## config.mk

```make
export PLATFORM = sky130hd
export DESIGN_NAME = pll_lock_supervisor_flat
export DESIGN_NICKNAME = d
export VERILOG_FILES = /design/src/rtl/pll_lock_supervisor_pkg.sv /design/src/rtl/pll_lock_supervisor_if.sv /design/src/rtl/pll_lock_supervisor_sync_bit.sv /design/src/rtl/pll_lock_supervisor.sv /design/src/flat_wrapper.sv
export SDC_FILE = /design/constraint.sdc
export NUM_CORES = 1
export LEC_CHECK = 0
export BUFFER_PORTS_ARGS = -buffer_cell sky130_fd_sc_hd__buf_2
export CAP_MARGIN = 5
export CORE_MARGIN = 1
export CORE_UTILIZATION = 25
export CTS_CLUSTER_SIZE = 30
export DETAILED_ROUTE_END_ITERATION = 7
export GPL_TIMING_DRIVEN = 0
export MAX_ROUTING_LAYER = met4
export PLACE_DENSITY_LB_ADDON = 0.12
export SYNTH_ARGS = -nofsm -noshare
export SYNTH_HDL_FRONTEND = slang
export SYNTH_HIERARCHICAL = 1
export SYNTH_SLANG_ARGS = --single-unit
```

## constraint.sdc

```tcl
create_clock -name sys_clk -period 2.7 [get_ports sys_clk]
set_input_delay 0.27 -clock sys_clk [delete_from_list [all_inputs] [get_ports sys_clk]]
set_output_delay 0.27 -clock sys_clk [all_outputs]
set_load 0.01 [all_outputs]
```

## src/rtl/pll_lock_supervisor_pkg.sv

```systemverilog
// Shared definitions for the PLL lock supervisor: state encoding, the
// default timing for a 50 MHz reference clock, output widths and the
// constant-function helpers used to size the shared cycle counter.
package pll_lock_supervisor_pkg;

   // Debug-visible state encoding; these values appear on state_o.
   typedef enum logic [2:0] {
      ST_RESET     = 3'd0,
      ST_WAIT_LOCK = 3'd1,
      ST_STABLE    = 3'd2,
      ST_RUN       = 3'd3,
      ST_FAULT     = 3'd4
   } state_t;

   // Default timing for a 50 MHz reference (20 ns per cycle):
   // 2 us PLL reset pulse, 1 ms lock timeout, ~20 us of stable lock.
   localparam int unsigned DEF_RST_CYCLES    = 100;
   localparam int unsigned DEF_LOCK_TIMEOUT  = 50000;
   localparam int unsigned DEF_STABLE_CYCLES = 1024;
   localparam int unsigned DEF_MAX_RETRY     = 3;
   localparam int unsigned DEF_SYNC_STAGES   = 2;

   // Widths of the status outputs.
   localparam int STATE_W = 3;
   localparam int RETRY_W = 4;
   localparam int LOSS_W  = 8;

   // Ceiling log2; returns 0 for values of 0 or 1.
   function automatic int unsigned clog2_fn(input int unsigned value);
      int unsigned result;
      result = 0;
      for (int i = 0; i < 32; i++) begin
         if ((64'(1) << i) < 64'(value)) begin
            result = i + 1;
         end
      end
      return result;
   endfunction

   // Largest of three cycle counts, used to size the shared counter.
   function automatic int unsigned max3_fn(input int unsigned a,
                                           input int unsigned b,
                                           input int unsigned c);
      int unsigned m;
      m = a;
      if (b > m) m = b;
      if (c > m) m = c;
      return m;
   endfunction

endpackage

```

## src/rtl/pll_lock_supervisor_if.sv

```systemverilog
// Control and status bundle of the PLL lock supervisor. The master side
// (board logic or a bench) drives the raw lock and restart request; the
// slave side is the supervisor itself.
interface pll_lock_supervisor_if;
   import pll_lock_supervisor_pkg::*;

   logic               pll_lock;
   logic               restart;
   logic               pll_rst;
   logic               sys_rst;
   logic               locked_ok;
   logic               fault;
   logic [RETRY_W-1:0] retry_cnt;
   logic [LOSS_W-1:0]  lock_loss_cnt;
   logic [STATE_W-1:0] state_o;

   modport master (
      output pll_lock,
      output restart,
      input  pll_rst,
      input  sys_rst,
      input  locked_ok,
      input  fault,
      input  retry_cnt,
      input  lock_loss_cnt,
      input  state_o
   );

   modport slave (
      input  pll_lock,
      input  restart,
      output pll_rst,
      output sys_rst,
      output locked_ok,
      output fault,
      output retry_cnt,
      output lock_loss_cnt,
      output state_o
   );

endinterface

```

## src/rtl/pll_lock_supervisor_sync_bit.sv

```systemverilog
// sync_bit: a STAGES-deep flop chain that brings a single asynchronous
// level into the clk domain. The asynchronous clear forces the chain to 0,
// so a freshly reset consumer never sees a stale 1. Also used by the
// per-domain reset synchronisers downstream of the supervisor.
module sync_bit
   import pll_lock_supervisor_pkg::*;
#(
   parameter int unsigned STAGES = DEF_SYNC_STAGES
) (
   input  logic clk,
   input  logic rst,
   input  logic d,
   output logic q
);

   logic [STAGES-1:0] chain;

   // Shift the raw input through the chain, oldest sample at the top.
   always_ff @(posedge clk or posedge rst) begin
      if (rst) begin
         chain <= '0;
      end else begin
         chain <= {chain[STAGES-2:0], d};
      end
   end

   assign q = chain[STAGES-1];

endmodule

```

## src/rtl/pll_lock_supervisor.sv

```systemverilog
// PLL lock supervisor. Holds the PLL in reset, waits (with a timeout) for
// the synchronised lock, debounces it, and only then releases the
// downstream system reset. A failed attempt (timeout or lock loss while
// running) re-runs the sequence until the retry budget is spent, after
// which the block parks in FAULT until restart or rst.
// Must be clocked by the PLL reference, never by a PLL output.
module pll_lock_supervisor
   import pll_lock_supervisor_pkg::*;
#(
   parameter int unsigned RST_CYCLES    = DEF_RST_CYCLES,
   parameter int unsigned LOCK_TIMEOUT  = DEF_LOCK_TIMEOUT,
   parameter int unsigned STABLE_CYCLES = DEF_STABLE_CYCLES,
   parameter int unsigned MAX_RETRY     = DEF_MAX_RETRY,
   parameter int unsigned SYNC_STAGES   = DEF_SYNC_STAGES
) (
   input logic                  sys_clk,
   input logic                  rst,
   pll_lock_supervisor_if.slave bus
);

   // One counter serves every timed state, so it is sized for the longest.
   localparam int unsigned MAX_CNT   = max3_fn(RST_CYCLES, LOCK_TIMEOUT, STABLE_CYCLES);
   localparam int unsigned CNT_W_RAW = clog2_fn(MAX_CNT);
   localparam int unsigned CNT_W     = (CNT_W_RAW < 1) ? 1 : CNT_W_RAW;

   // Terminal counts: each timed state lasts exactly its cycle count.
   localparam logic [CNT_W-1:0] RST_TC    = CNT_W'(RST_CYCLES - 1);
   localparam logic [CNT_W-1:0] LOCK_TC   = CNT_W'(LOCK_TIMEOUT - 1);
   localparam logic [CNT_W-1:0] STABLE_TC = CNT_W'(STABLE_CYCLES - 1);

   // A one-flop synchroniser is not safe against metastability.
   localparam int unsigned SYNC_N = (SYNC_STAGES < 2) ? 2 : SYNC_STAGES;

   localparam logic [RETRY_W-1:0] RETRY_SAT = '1;
   localparam logic [LOSS_W-1:0]  LOSS_SAT  = '1;

   logic               lock_s;

   state_t             state_q, state_n;
   logic [CNT_W-1:0]   cnt_q, cnt_n;
   logic [RETRY_W-1:0] retry_q, retry_n;
   logic [LOSS_W-1:0]  loss_q, loss_n;
   logic               attempt_failed;

   logic               pll_rst_q, pll_rst_n;
   logic               sys_rst_q, sys_rst_n;
   logic               locked_ok_q, locked_ok_n;
   logic               fault_q, fault_n;

   sync_bit #(
      .STAGES (SYNC_N)
   ) u_lock_sync (
      .clk (sys_clk),
      .rst (rst),
      .d   (bus.pll_lock),
      .q   (lock_s)
   );

   // State, counters and the reset outputs, all cleared straight into the safe state.
   always_ff @(posedge sys_clk or posedge rst) begin
      if (rst) begin
         state_q     <= ST_RESET;
         cnt_q       <= '0;
         retry_q     <= '0;
         loss_q      <= '0;
         pll_rst_q   <= 1'b1;
         sys_rst_q   <= 1'b1;
         locked_ok_q <= 1'b0;
         fault_q     <= 1'b0;
      end else begin
         state_q     <= state_n;
         cnt_q       <= cnt_n;
         retry_q     <= retry_n;
         loss_q      <= loss_n;
         pll_rst_q   <= pll_rst_n;
         sys_rst_q   <= sys_rst_n;
         locked_ok_q <= locked_ok_n;
         fault_q     <= fault_n;
      end
   end

   // Next state and counters; restart is applied last so it overrides everything.
   always_comb begin
      state_n        = state_q;
      cnt_n          = cnt_q;
      retry_n        = retry_q;
      loss_n         = loss_q;
      attempt_failed = 1'b0;

      case (state_q)
         ST_RESET: begin
            if (cnt_q == RST_TC) begin
               state_n = ST_WAIT_LOCK;
               cnt_n   = '0;
            end else begin
               cnt_n = cnt_q + 1'b1;
            end
         end

         ST_WAIT_LOCK: begin
            if (lock_s) begin
               state_n = ST_STABLE;
               cnt_n   = '0;
            end else if (cnt_q == LOCK_TC) begin
               attempt_failed = 1'b1;
            end else begin
               cnt_n = cnt_q + 1'b1;
            end
         end

         ST_STABLE: begin
            if (!lock_s) begin
               state_n = ST_WAIT_LOCK;
               cnt_n   = '0;
            end else if (cnt_q == STABLE_TC) begin
               state_n = ST_RUN;
               cnt_n   = '0;
            end else begin
               cnt_n = cnt_q + 1'b1;
            end
         end

         ST_RUN: begin
            cnt_n = '0;
            if (!lock_s) begin
               attempt_failed = 1'b1;
               if (loss_q != LOSS_SAT) begin
                  loss_n = loss_q + 1'b1;
               end
            end
         end

         ST_FAULT: begin
            cnt_n = '0;
         end

         default: begin
            state_n = ST_RESET;
            cnt_n   = '0;
         end
      endcase

      if (attempt_failed) begin
         cnt_n = '0;
         if (32'(retry_q) < MAX_RETRY) begin
            state_n = ST_RESET;
            if (retry_q != RETRY_SAT) begin
               retry_n = retry_q + 1'b1;
            end
         end else begin
            state_n = ST_FAULT;
         end
      end

      if (bus.restart) begin
         state_n = ST_RESET;
         cnt_n   = '0;
         retry_n = '0;
         loss_n  = loss_q;
      end

      pll_rst_n   = (state_n == ST_RESET) || (state_n == ST_FAULT);
      sys_rst_n   = (state_n != ST_RUN);
      locked_ok_n = (state_n == ST_RUN);
      fault_n     = (state_n == ST_FAULT);
   end

   assign bus.pll_rst       = pll_rst_q;
   assign bus.sys_rst       = sys_rst_q;
   assign bus.locked_ok     = locked_ok_q;
   assign bus.fault         = fault_q;
   assign bus.retry_cnt     = retry_q;
   assign bus.lock_loss_cnt = loss_q;
   assign bus.state_o       = state_q;

endmodule
```

## src/flat_wrapper.sv

```systemverilog
// flat-port wrapper written by rule: the top's interface ports become plain ports
module pll_lock_supervisor_flat import pll_lock_supervisor_pkg::*;
#(
   parameter int unsigned RST_CYCLES    = DEF_RST_CYCLES,
   parameter int unsigned LOCK_TIMEOUT  = DEF_LOCK_TIMEOUT,
   parameter int unsigned STABLE_CYCLES = DEF_STABLE_CYCLES,
   parameter int unsigned MAX_RETRY     = DEF_MAX_RETRY,
   parameter int unsigned SYNC_STAGES   = DEF_SYNC_STAGES
)
  (sys_clk, rst, bus_pll_lock, bus_restart, bus_pll_rst, bus_sys_rst, bus_locked_ok, bus_fault, bus_retry_cnt, bus_lock_loss_cnt, bus_state_o);
  pll_lock_supervisor_if bus_i ();
  input logic sys_clk;
  input logic rst;
  input wire logic [$bits(bus_i.pll_lock)-1:0] bus_pll_lock;
  input wire logic [$bits(bus_i.restart)-1:0] bus_restart;
  output wire logic [$bits(bus_i.pll_rst)-1:0] bus_pll_rst;
  output wire logic [$bits(bus_i.sys_rst)-1:0] bus_sys_rst;
  output wire logic [$bits(bus_i.locked_ok)-1:0] bus_locked_ok;
  output wire logic [$bits(bus_i.fault)-1:0] bus_fault;
  output wire logic [$bits(bus_i.retry_cnt)-1:0] bus_retry_cnt;
  output wire logic [$bits(bus_i.lock_loss_cnt)-1:0] bus_lock_loss_cnt;
  output wire logic [$bits(bus_i.state_o)-1:0] bus_state_o;
  assign bus_i.pll_lock = bus_pll_lock;
  assign bus_i.restart = bus_restart;
  assign bus_pll_rst = bus_i.pll_rst;
  assign bus_sys_rst = bus_i.sys_rst;
  assign bus_locked_ok = bus_i.locked_ok;
  assign bus_fault = bus_i.fault;
  assign bus_retry_cnt = bus_i.retry_cnt;
  assign bus_lock_loss_cnt = bus_i.lock_loss_cnt;
  assign bus_state_o = bus_i.state_o;
  pll_lock_supervisor #(.RST_CYCLES(RST_CYCLES), .LOCK_TIMEOUT(LOCK_TIMEOUT), .STABLE_CYCLES(STABLE_CYCLES), .MAX_RETRY(MAX_RETRY), .SYNC_STAGES(SYNC_STAGES)) u_core (.sys_clk(sys_clk), .rst(rst), .bus(bus_i));
endmodule
```

After elaboration in Yosys (flattened, before gate mapping)
Index checks and enable logic that the tools add are counted.
{"block": "word_totals", "out_inout_bits": 19, "regBits": 37, "wordCells": 61}
{"block": "classes", "reduce_logical": 9, "bitwise": 2, "n_addsub": 3, "order_cmp": 1, "n_eq_ne": 13, "muxes": 24}
{"op": "$mux 16", "n": 7}
{"op": "$pmux 16 s3", "n": 1}
{"op": "$mux 3", "n": 7}
{"op": "$add 16x1->16 const B", "n": 1}
{"op": "$eq 16x10->1 const B", "n": 1}
{"op": "$eq 16x16->1 const B", "n": 1}
{"op": "$eq 16x7->1 const B", "n": 1}
{"op": "$mux 4", "n": 4}
{"op": "$pmux 3 s4", "n": 1}
{"op": "$eq 3x2->1 const B", "n": 3}
{"op": "$add 8x1->8 const B", "n": 1}
{"op": "$ne 8x8->1 const B", "n": 1}
{"op": "$eq 3x3->1 const B", "n": 2}
{"op": "$logic_not 3->1", "n": 2}
{"op": "$reduce_bool 2->1", "n": 3}
{"op": "$ne 5x4->1 const B", "n": 1}
{"op": "$add 4x1->4 const B", "n": 1}
{"op": "$lt 4x2->1 const B", "n": 1}
{"op": "$ne 4x4->1 const B", "n": 1}
{"op": "$reduce_and 4->1", "n": 1}
{"op": "$eq 3x1->1 const B", "n": 1}
{"op": "$mux 1", "n": 3}
{"op": "$ne 3x2->1 const B", "n": 1}
{"op": "$reduce_and 3->1", "n": 1}
{"op": "4 further kinds", "n": 5}

Logic depth before layout (Yosys ltp)
Gate-level depths: netlist of run 1.
{"block": "logic_depth", "depth_word": 8, "depth_mapped": 7}

By module
The synthesis of run 1 kept the hierarchy.
{"mod": "pll_lock_supervisor", "instances": 1, "area_each_um2": 1756.7, "cells_per_inst": 167}
{"mod": "sync_bit", "instances": 1, "area_each_um2": 53.8, "cells_per_inst": 3}

Least setup slack after synthesis of run 1
Ideal clock, no wire load.
{"block": "synth_timing", "path_kind": "reg-to-reg", "start": "reg u_core.cnt_q[0]", "end": "reg u_core.cnt_q[10]", "slack_ns": 0.647, "setup_ns": 0.119, "n_path_buf": 1, "period_less_slack_ns": 2.053, "required_ns": 2.581, "arrival_ns": 1.934, "path_stages_with_launch": 8, "path_cell_list": "dfrtp_1 -> ha_1 -> or4bb_1 -> nor4_4 -> o41ai_2 -> o211ai_4 -> buf_6 -> nor2_1"}
{"block": "synth_via", "elab_chain_cells": 6, "word_cells_on_any_way": 16}
{"item": "start: declaration", "line": "pll_lock_supervisor.sv:40", "source": "logic [CNT_W-1:0] cnt_q, cnt_n;"}
{"item": "start signal: assignment", "line": "pll_lock_supervisor.sv:72", "source": "cnt_q <= cnt_n;"}
{"item": "$add 16x1->16, or another cell as far along", "line": "pll_lock_supervisor.sv:96, pll_lock_supervisor.sv:107, pll_lock_supervisor.sv:119"}
{"item": "$mux 16, or another cell as far along", "line": "pll_lock_supervisor.sv:115", "source": "end else if (cnt_q == STABLE_TC) begin"}
{"item": "$mux 16, or another cell as far along", "line": "pll_lock_supervisor.sv:112", "source": "if (!lock_s) begin"}
{"item": "$pmux 16 s3 or $pmux 1 s2 (tied branches)", "line": "pll_lock_supervisor.sv:90", "source": "case (state_q)"}
{"item": "$mux 16", "line": "pll_lock_supervisor.sv:143", "source": "if (attempt_failed) begin"}
{"item": "$mux 16", "line": "pll_lock_supervisor.sv:155", "source": "if (bus.restart) begin"}
Several ways; a longest one is shown, not always the timed one. The select of a mux whose other input is x is not followed.
A chain may end at the register's enable or synchronous reset.

Worst setup path in the final report of run 1
Ends and elaborated chain as after synthesis.

==> results of run 1 <==
what timing repair did:
action                    4_1_cts  5_1_grt
hold endpoints to repair        2        0
buffers inserted                0        0
hold buffers                    1        0
cell families (layout without fill, tap and decap cells):
group / Yosys count / in the layout / share of synthesized area
multiplexers: 1 / 1 / 0.006219
AND/OR/NAND/NOR: 80 / 80 / 0.2433
AO/OA/AOI/OAI: 14 / 14 / 0.06980
flip-flops: 37 / 37 / 0.5128
adder cells (fa/ha/maj): 5 / 5 / 0.03179
XOR/XNOR: 21 / 21 / 0.1016
buffers and inverters: 12 / 43 / 0.03455
state kept, by name (all words and copies together), names as in the netlist:
register                  cells
u_core/bus.fault              1
u_core/bus.lock_loss_cnt      8
u_core/bus.locked_ok          1
u_core/bus.pll_rst            1
u_core/bus.retry_cnt          4
u_core/bus.state_o            3
u_core/bus.sys_rst            1
u_core/cnt_q                 16
u_core/u_lock_sync/chain      2
final cells by class:
class | count | area, um^2
repair buffers | 23 | 142.6
flip-flops and latches | 37 | 928.4
multi-input cells | 121 | 819.5
inverters | 7 | 26.28
plain buffers | 5 | 36.28
fillers | 727 | 4700
well taps | 96 | 120.1
clock buffers | 5 | 68.82
clock inverters | 3 | 65.06
Yosys cell counts:
master / instances / area (um^2)
nand3_1: 8 / 40.04
or3_1: 2 / 12.51
xnor2_1: 12 / 105.1
inv_1: 7 / 26.28
nor2b_1: 2 / 12.51
xor2_1: 9 / 78.83
or4b_1: 2 / 20.02
or3b_2: 1 / 8.760
o41ai_2: 1 / 16.27
mux2_2: 1 / 11.26
or4_1: 1 / 7.510
o211ai_4: 1 / 21.27
nor4_2: 1 / 12.51
and3_1: 2 / 12.51
ha_1: 3 / 37.54
or4_4: 1 / 11.26
clkbuf_1: 1 / 3.750
nor4_1: 2 / 12.51
buf_2: 2 / 10.01
nor3_1: 2 / 10.01
a21oi_1: 4 / 20.02
nand2b_1: 2 / 12.51
nand3b_1: 4 / 30.03
a311oi_2: 1 / 15.01
maj3_1: 2 / 20.02
nor2_1: 29 / 108.9
or2_2: 2 / 12.51
or4bb_1: 1 / 11.26
nor3b_1: 2 / 15.01
nor4_4: 1 / 21.27
dfstp_2: 2 / 52.55
a2bb2oi_1: 1 / 8.760
o311a_1: 1 / 10.01
a31oi_1: 2 / 12.51
o21ai_0: 1 / 5.000
dfrtp_1: 35 / 875.8
nand2_1: 10 / 37.54
nand4_1: 5 / 31.28
a31o_2: 1 / 8.760
o311ai_0: 1 / 8.760
buf_6: 2 / 22.52
path summary, 6_finish.rpt:
kind,startpoint,to,depth (start not counted)
worst min-delay path,bus_pll_lock,u_core/u_lock_sync/chain[0],1
worst min register to register,u_core/u_lock_sync/chain[0],u_core/u_lock_sync/chain[1],0
min in group asynchronous,rst,u_core/u_lock_sync/chain[0],3
max in group asynchronous,rst,u_core/cnt_q[12],4
worst max-delay path,u_core/cnt_q[0],u_core/cnt_q[10],7
worst max register to register,u_core/cnt_q[0],u_core/cnt_q[10],7
power by group through the flow:
stage	logic (mW)	clock network, mW	registers, mW
2_1_floorplan	0.0254	0	0.576
3_3_place_gp	0.0350	0	0.577
3_5_place_dp	0.0407	0	0.577
4_1_cts	0.0418	0.587	0.566
5_1_grt	0.0462	0.608	0.567
6_report	0.0402	0.573	0.566
stage by stage:
step	util	instances	setup slack [ps]	instance area (um^2)
2_1_floorplan	-	170	647.5	1810
3_3_place_gp	0.2947	287	356.2	2036
3_5_place_dp	0.2987	288	344.0	2063
4_1_cts	0.3196	297	329.3	2207
5_1_grt	0.3196	297	203.0	2207
6_report	0.3196	297	362.9	2207
layer usage:
layer | track usage | part of all wire
met2 | 0.1668 | 0.47
met5 | - | 0
met3 | 0.03128 | 0.026
met4 | 0.05365 | 0.021
met1 | 0.1355 | 0.49
worst max-delay path: cells and delay by family, from the launching register on:
kind | cells | cell delay [ps]
buffers and inverters | 1 | 190
AOI/OAI and AO/OA | 2 | 620
DFF | 1 | 390
and+or+nand+nor | 3 | 810
adders and majority gates | 1 | 220
==> results.tsv, run 1 <==
stage	metric	value	unit
final_layout	layout.nets	207	
power	p_comb_frac	0.034	
route	num_vias	1285	
cts	root_buffer	clkbuf_8	
yosys	ys_ff_latch	37	
cts	clk_pin_slew	80	ps
route	drt-total-wl	3.587	mm
power	p_int	0.9426	mW
power	switching_share	0.2009	
final_layout	final_common_cell	dfrtp_1	
cts	cts_max_level	2	
yosys	ys_seq_area_frac	0.5128	
sta	tightest_slew	684.9	ps
sta	max_freq	427.9	MHz
floorplanning	dieWidth	87.10	um
route	post_drt_wl_per_cell	12.08	um
setup_path	rrSetupSlack	360	ps
placed_design	routabilityCongestion	0.7333	
power	clock_power_share	0.486	
setup_path	cp_cell_sequence	ha_1 > nand3_1 > or3_1 > o311a_1 > o211ai_4 > buf_6 > nor2_1	
power	seqPwrFrac	0.480	
cts	cts_buffers	5	
route	vias_per_cell	4.327	
power	cellPowerDensity	534.4	mW/mm^2
global_routing	antenna_found_initial	0	
placed_design	io_buffers	21	
outcome	status	completed	
setup_path	worstSetupPathType	register to register	
final_layout	syn2layout_area_growth	21.91	%
floorplanning	dieArea	0.007586	mm^2
cts	ctsLongestPathBuffers	2	
hold_path	hold_class	input port to register	
yosys	syn_nets	177	
sta	relSlewSlack	0.5429	
sta	tns	0	ps
placed_design	hpwl	2.695	mm
setup_path	end_kind	register	
power	ir_drop	0.0002147	V
floorplanning	io_pins	23	
yosys	netlist_area	0.001810	mm^2
final_layout	num_antenna_cells	0	
global_routing	grt_max_degree	21	
route	ant_nets	0	
power	leakage	0.9934	nW
global_routing	grt_overflow	0	
global_routing	grt.total_usage	0.1104	
final_layout	final_cell_mix	dfrtp_1, nor2_1, buf_2	
sta	period_needed	2337	ps
yosys	synth.avg_cell_area	10.65	um^2
sta	rsz0062_at_grt	false	
setup_path	required	2880	ps
yosys	synth_cells	170	
route	drc	0	
yosys	yosys_warnings	6	
cts	clkLatencyLatePin	290	ps
sta	setup_viol	0	
route	drt-initial-drc-count	24	
sta	maxSlewViolCount	0	
floorplanning	die_h	87.10	um
sta	holdWs	79.28	ps
yosys	yosys.cell_types.count	41	
floorplanning	core_area	0.006907	mm^2
setup_path	worst_ep_arrival_time	2510	ps
setup_path	critPathMaxFanout	10	
floorplanning	rows	30	
cts	clock_sinks	37	
floorplanning	initial_core_util	0.2621	
route	dr.pass1.iters	4	
final_layout	drive_gt1_frac	0.2338	
power	finalPower	1.180	mW
cts	cts_resized	0	
cts	cts_tree	done	
setup_path	slowest_stage	or3_1	
global_routing	grt_pass1_vias	1286	
sta	fin_skew	7.863	ps
run	cap_viol_max_count	0	
global_routing	grt_first_pass_wirelength	6.120	mm
setup_path	crit_path_start_kind	register	
sta	period_share	0.8656	
setup_path	cp_slowest_stage_delay	500	ps
power	power.net_switching	0.2369	mW
sta	hold_viol_final	0	
No activity file was read; power rests on OpenSTA's default activity.
==> inputs of run 2 (changes only) <==
--- a/config.mk
+++ b/config.mk
@@ -7,6 +7,8 @@
 export LEC_CHECK = 0
 export BUFFER_PORTS_ARGS = -buffer_cell sky130_fd_sc_hd__buf_2
 export CAP_MARGIN = 5
+export CELL_PAD_IN_SITES_DETAIL_PLACEMENT = 2
+export CELL_PAD_IN_SITES_GLOBAL_PLACEMENT = 2
 export CORE_MARGIN = 1
 export CORE_UTILIZATION = 25
 export CTS_CLUSTER_SIZE = 30
@@ -14,6 +16,7 @@
 export GPL_TIMING_DRIVEN = 0
 export MAX_ROUTING_LAYER = met4
 export PLACE_DENSITY_LB_ADDON = 0.12
+export RECOVER_POWER = 25
 export SYNTH_ARGS = -nofsm -noshare
 export SYNTH_HDL_FRONTEND = slang
 export SYNTH_HIERARCHICAL = 1
==> run 2 against run 1 <==
Wire length is 21% higher. Utilization decreased by 0.58 points. Critical path depth unchanged. Largest cell class unchanged. Register-to-register slack got worse by 80 ps. Clock power decreased by 13%. Highest routed layer unchanged.
==> results.tsv, run 2 (synthesized netlist as in run 1, its figures left out) <==
stage	metric	value	unit	change
floorplanning	dieArea	0.007586	mm^2	unchanged
cts	ctsLongestPathBuffers	2		unchanged
route	num_vias	1347		+4.8%
sta	period_share	0.8940		+0.02839
route	vias_per_cell	4.535		+4.8%
setup_path	required	2880	ps	about the same
power	ir_drop	0.0002197	V	+2.3%
power	cellPowerDensity	511.1	mW/mm^2	-4.4%
route	drt-total-wl	4.337	mm	+21%
cts	clk_pin_slew	70	ps	about the same
sta	hold_viol_final	0		unchanged
sta	rsz0062_at_grt	false		
global_routing	grt_first_pass_wirelength	7.438	mm	+22%
floorplanning	rows	30		unchanged
hold_path	hold_class	input port to register		
placed_design	io_buffers	21		unchanged
sta	relSlewSlack	0.4351		-0.1078
final_layout	num_antenna_cells	0		unchanged
route	dr.pass1.iters	3		-1
final_layout	drive_gt1_frac	0.1393		-0.09453
cts	cts_max_level	2		unchanged
floorplanning	io_pins	23		unchanged
sta	max_freq	414.3	MHz	-3.2%
sta	tns	0	ps	unchanged
sta	fin_ws	286.2	ps	-76.65 ps
route	post_drt_wl_per_cell	14.60	um	+21%
floorplanning	dieWidth	87.10	um	unchanged
setup_path	worstSetupPathType	register to register		
setup_path	cp_slowest_stage_delay	500	ps	about the same
sta	maxSlewViolCount	0		unchanged
global_routing	grt_pass1_vias	1493		+16%
final_layout	syn2layout_area_growth	19.70	%	
route	ant_nets	0		unchanged
final_layout	top_register	u_core/cnt_q		
global_routing	grt_overflow	0		unchanged
run	cap_viol_max_count	0		unchanged
route	drc	0		unchanged
setup_path	critPathMaxFanout	10		unchanged
placed_design	hpwl	3.309	mm	+23%
sta	period_needed	2414	ps	+76.65 ps
final_layout	fillers	794		+9.2%
setup_path	cp_cell_sequence	ha_1 > nand3_1 > or3_1 > o311a_1 > o211ai_4 > buf_6 > nor2_1		
sta	fin_skew	4.591	ps	-3.271 ps
floorplanning	initial_core_util	0.2621		unchanged
floorplanning	die_h	87.10	um	unchanged
global_routing	grt.total_usage	0.1347		+0.02434
cts	root_buffer	clkbuf_8		
final_layout	final_cell_mix	dfrtp_1, nor2_1, clkbuf_1		
cts	clkLatencyLatePin	290	ps	about the same
sta	setup_viol	0		unchanged
cts	clock_sinks	37		unchanged
final_layout	final_util	0.3138		-0.005797
sta	tightest_slew	846.4	ps	+161.5 ps
placed_design	routabilityCongestion	0.7183		-2.0%
global_routing	antenna_found_initial	0		unchanged
outcome	status	completed		
floorplanning	core_area	0.006907	mm^2	unchanged
cts	cts_setup_buffers	0		unchanged
setup_path	end_kind	register		
sta	holdWs	81.91	ps	+2.621 ps
cts	cts_tree	done		
route	drt-initial-drc-count	18		-25%
global_routing	grt_max_degree	20		-4.8%
final_layout	layout.nets	207		unchanged
setup_path	slowest_stage	or3_1		
power	leakage	0.9109	nW	-8.3%
placed_design	place_worst_setup_slack	279.9	ps	-64.09 ps
final_layout	final_common_cell	dfrtp_1		
final_layout	largest_reg_flops	16		unchanged
setup_path	crit_path_start_kind	register		
setup_path	worst_ep_arrival_time	2590	ps	+80 ps
cts	cts_buffers	5		unchanged
run 2: cell types whose count changed in the layout (fill, tap and decap cells not counted):
cell | before | now
clkbuf_8 | 5 | 6
bufinv_16 | 2 | 1
buf_2 | 23 | 5
clkbuf_1 | 1 | 20
clkinv_2 | 1 | 0
run 2: layout make-up:
type,instances,area (um^2),share of cell area
inverters,7,26.28,0.01212
plain buffers,5,36.28,0.01674
flip-flops and latches,37,928.4,0.4284
repair buffers,23,120.1,0.05543
multi-input cells,121,819.5,0.3782
clock buffers,7,86.33,0.03984
well taps,96,120.1,0.05543
clock inverters,1,30.03,0.01386
run 2: worst paths after layout:
path	from	endpoint	slack (ps)	cells past startpoint
max in group asynchronous	rst	u_core/cnt_q[1]	1440	4
setup / recovery	u_core/cnt_q[0]	u_core/cnt_q[13]	290	7
hold reg to reg	u_core/u_lock_sync/chain[0]	u_core/u_lock_sync/chain[1]	360	0
min in group asynchronous	rst	u_core/u_lock_sync/chain[1]	360	3
setup reg to reg	u_core/cnt_q[0]	u_core/cnt_q[13]	290	7
hold / removal	bus_pll_lock	u_core/u_lock_sync/chain[0]	80	1
run 2: critical path, delay by kind of cell, from the launching register on:
kind	cells	cell delay, ps
AOI/OAI and AO/OA	2	640
adders and majority gates	1	230
buffers and inverters	1	190
DFF	1	400
and+or+nand+nor	3	840
run 2: timing repair:
action	CTS	global route
gates resized for setup	0	0
hold endpoints to repair	2	0
hold buffers	1	0
run 2: stage by stage:
stage / power [mW] / area [um^2] / cells
2_1_floorplan: 0.6012 / 1810 / 170
3_3_place_gp: 0.6121 / 2036 / 287
3_5_place_dp: 0.6204 / 2063 / 288
4_1_cts: 1.135 / 2190 / 297
5_1_grt: 1.161 / 2167 / 297
6_report: 1.108 / 2167 / 297
run 2: metal layers:
metal / wire (um) / share of wire / global-route usage
met2: 2164 / 0.50 / 0.2276
met1: 1977 / 0.46 / 0.1564
met5: 0 / 0 / -
met3: 120 / 0.028 / 0.03128
met4: 74 / 0.017 / 0.04918
run 2: where the power goes:
part | switching, mW | internal (mW)
clock network | 0.198 | 0.301
registers | 0.00691 | 0.560
logic | 0.0261 | 0.0153
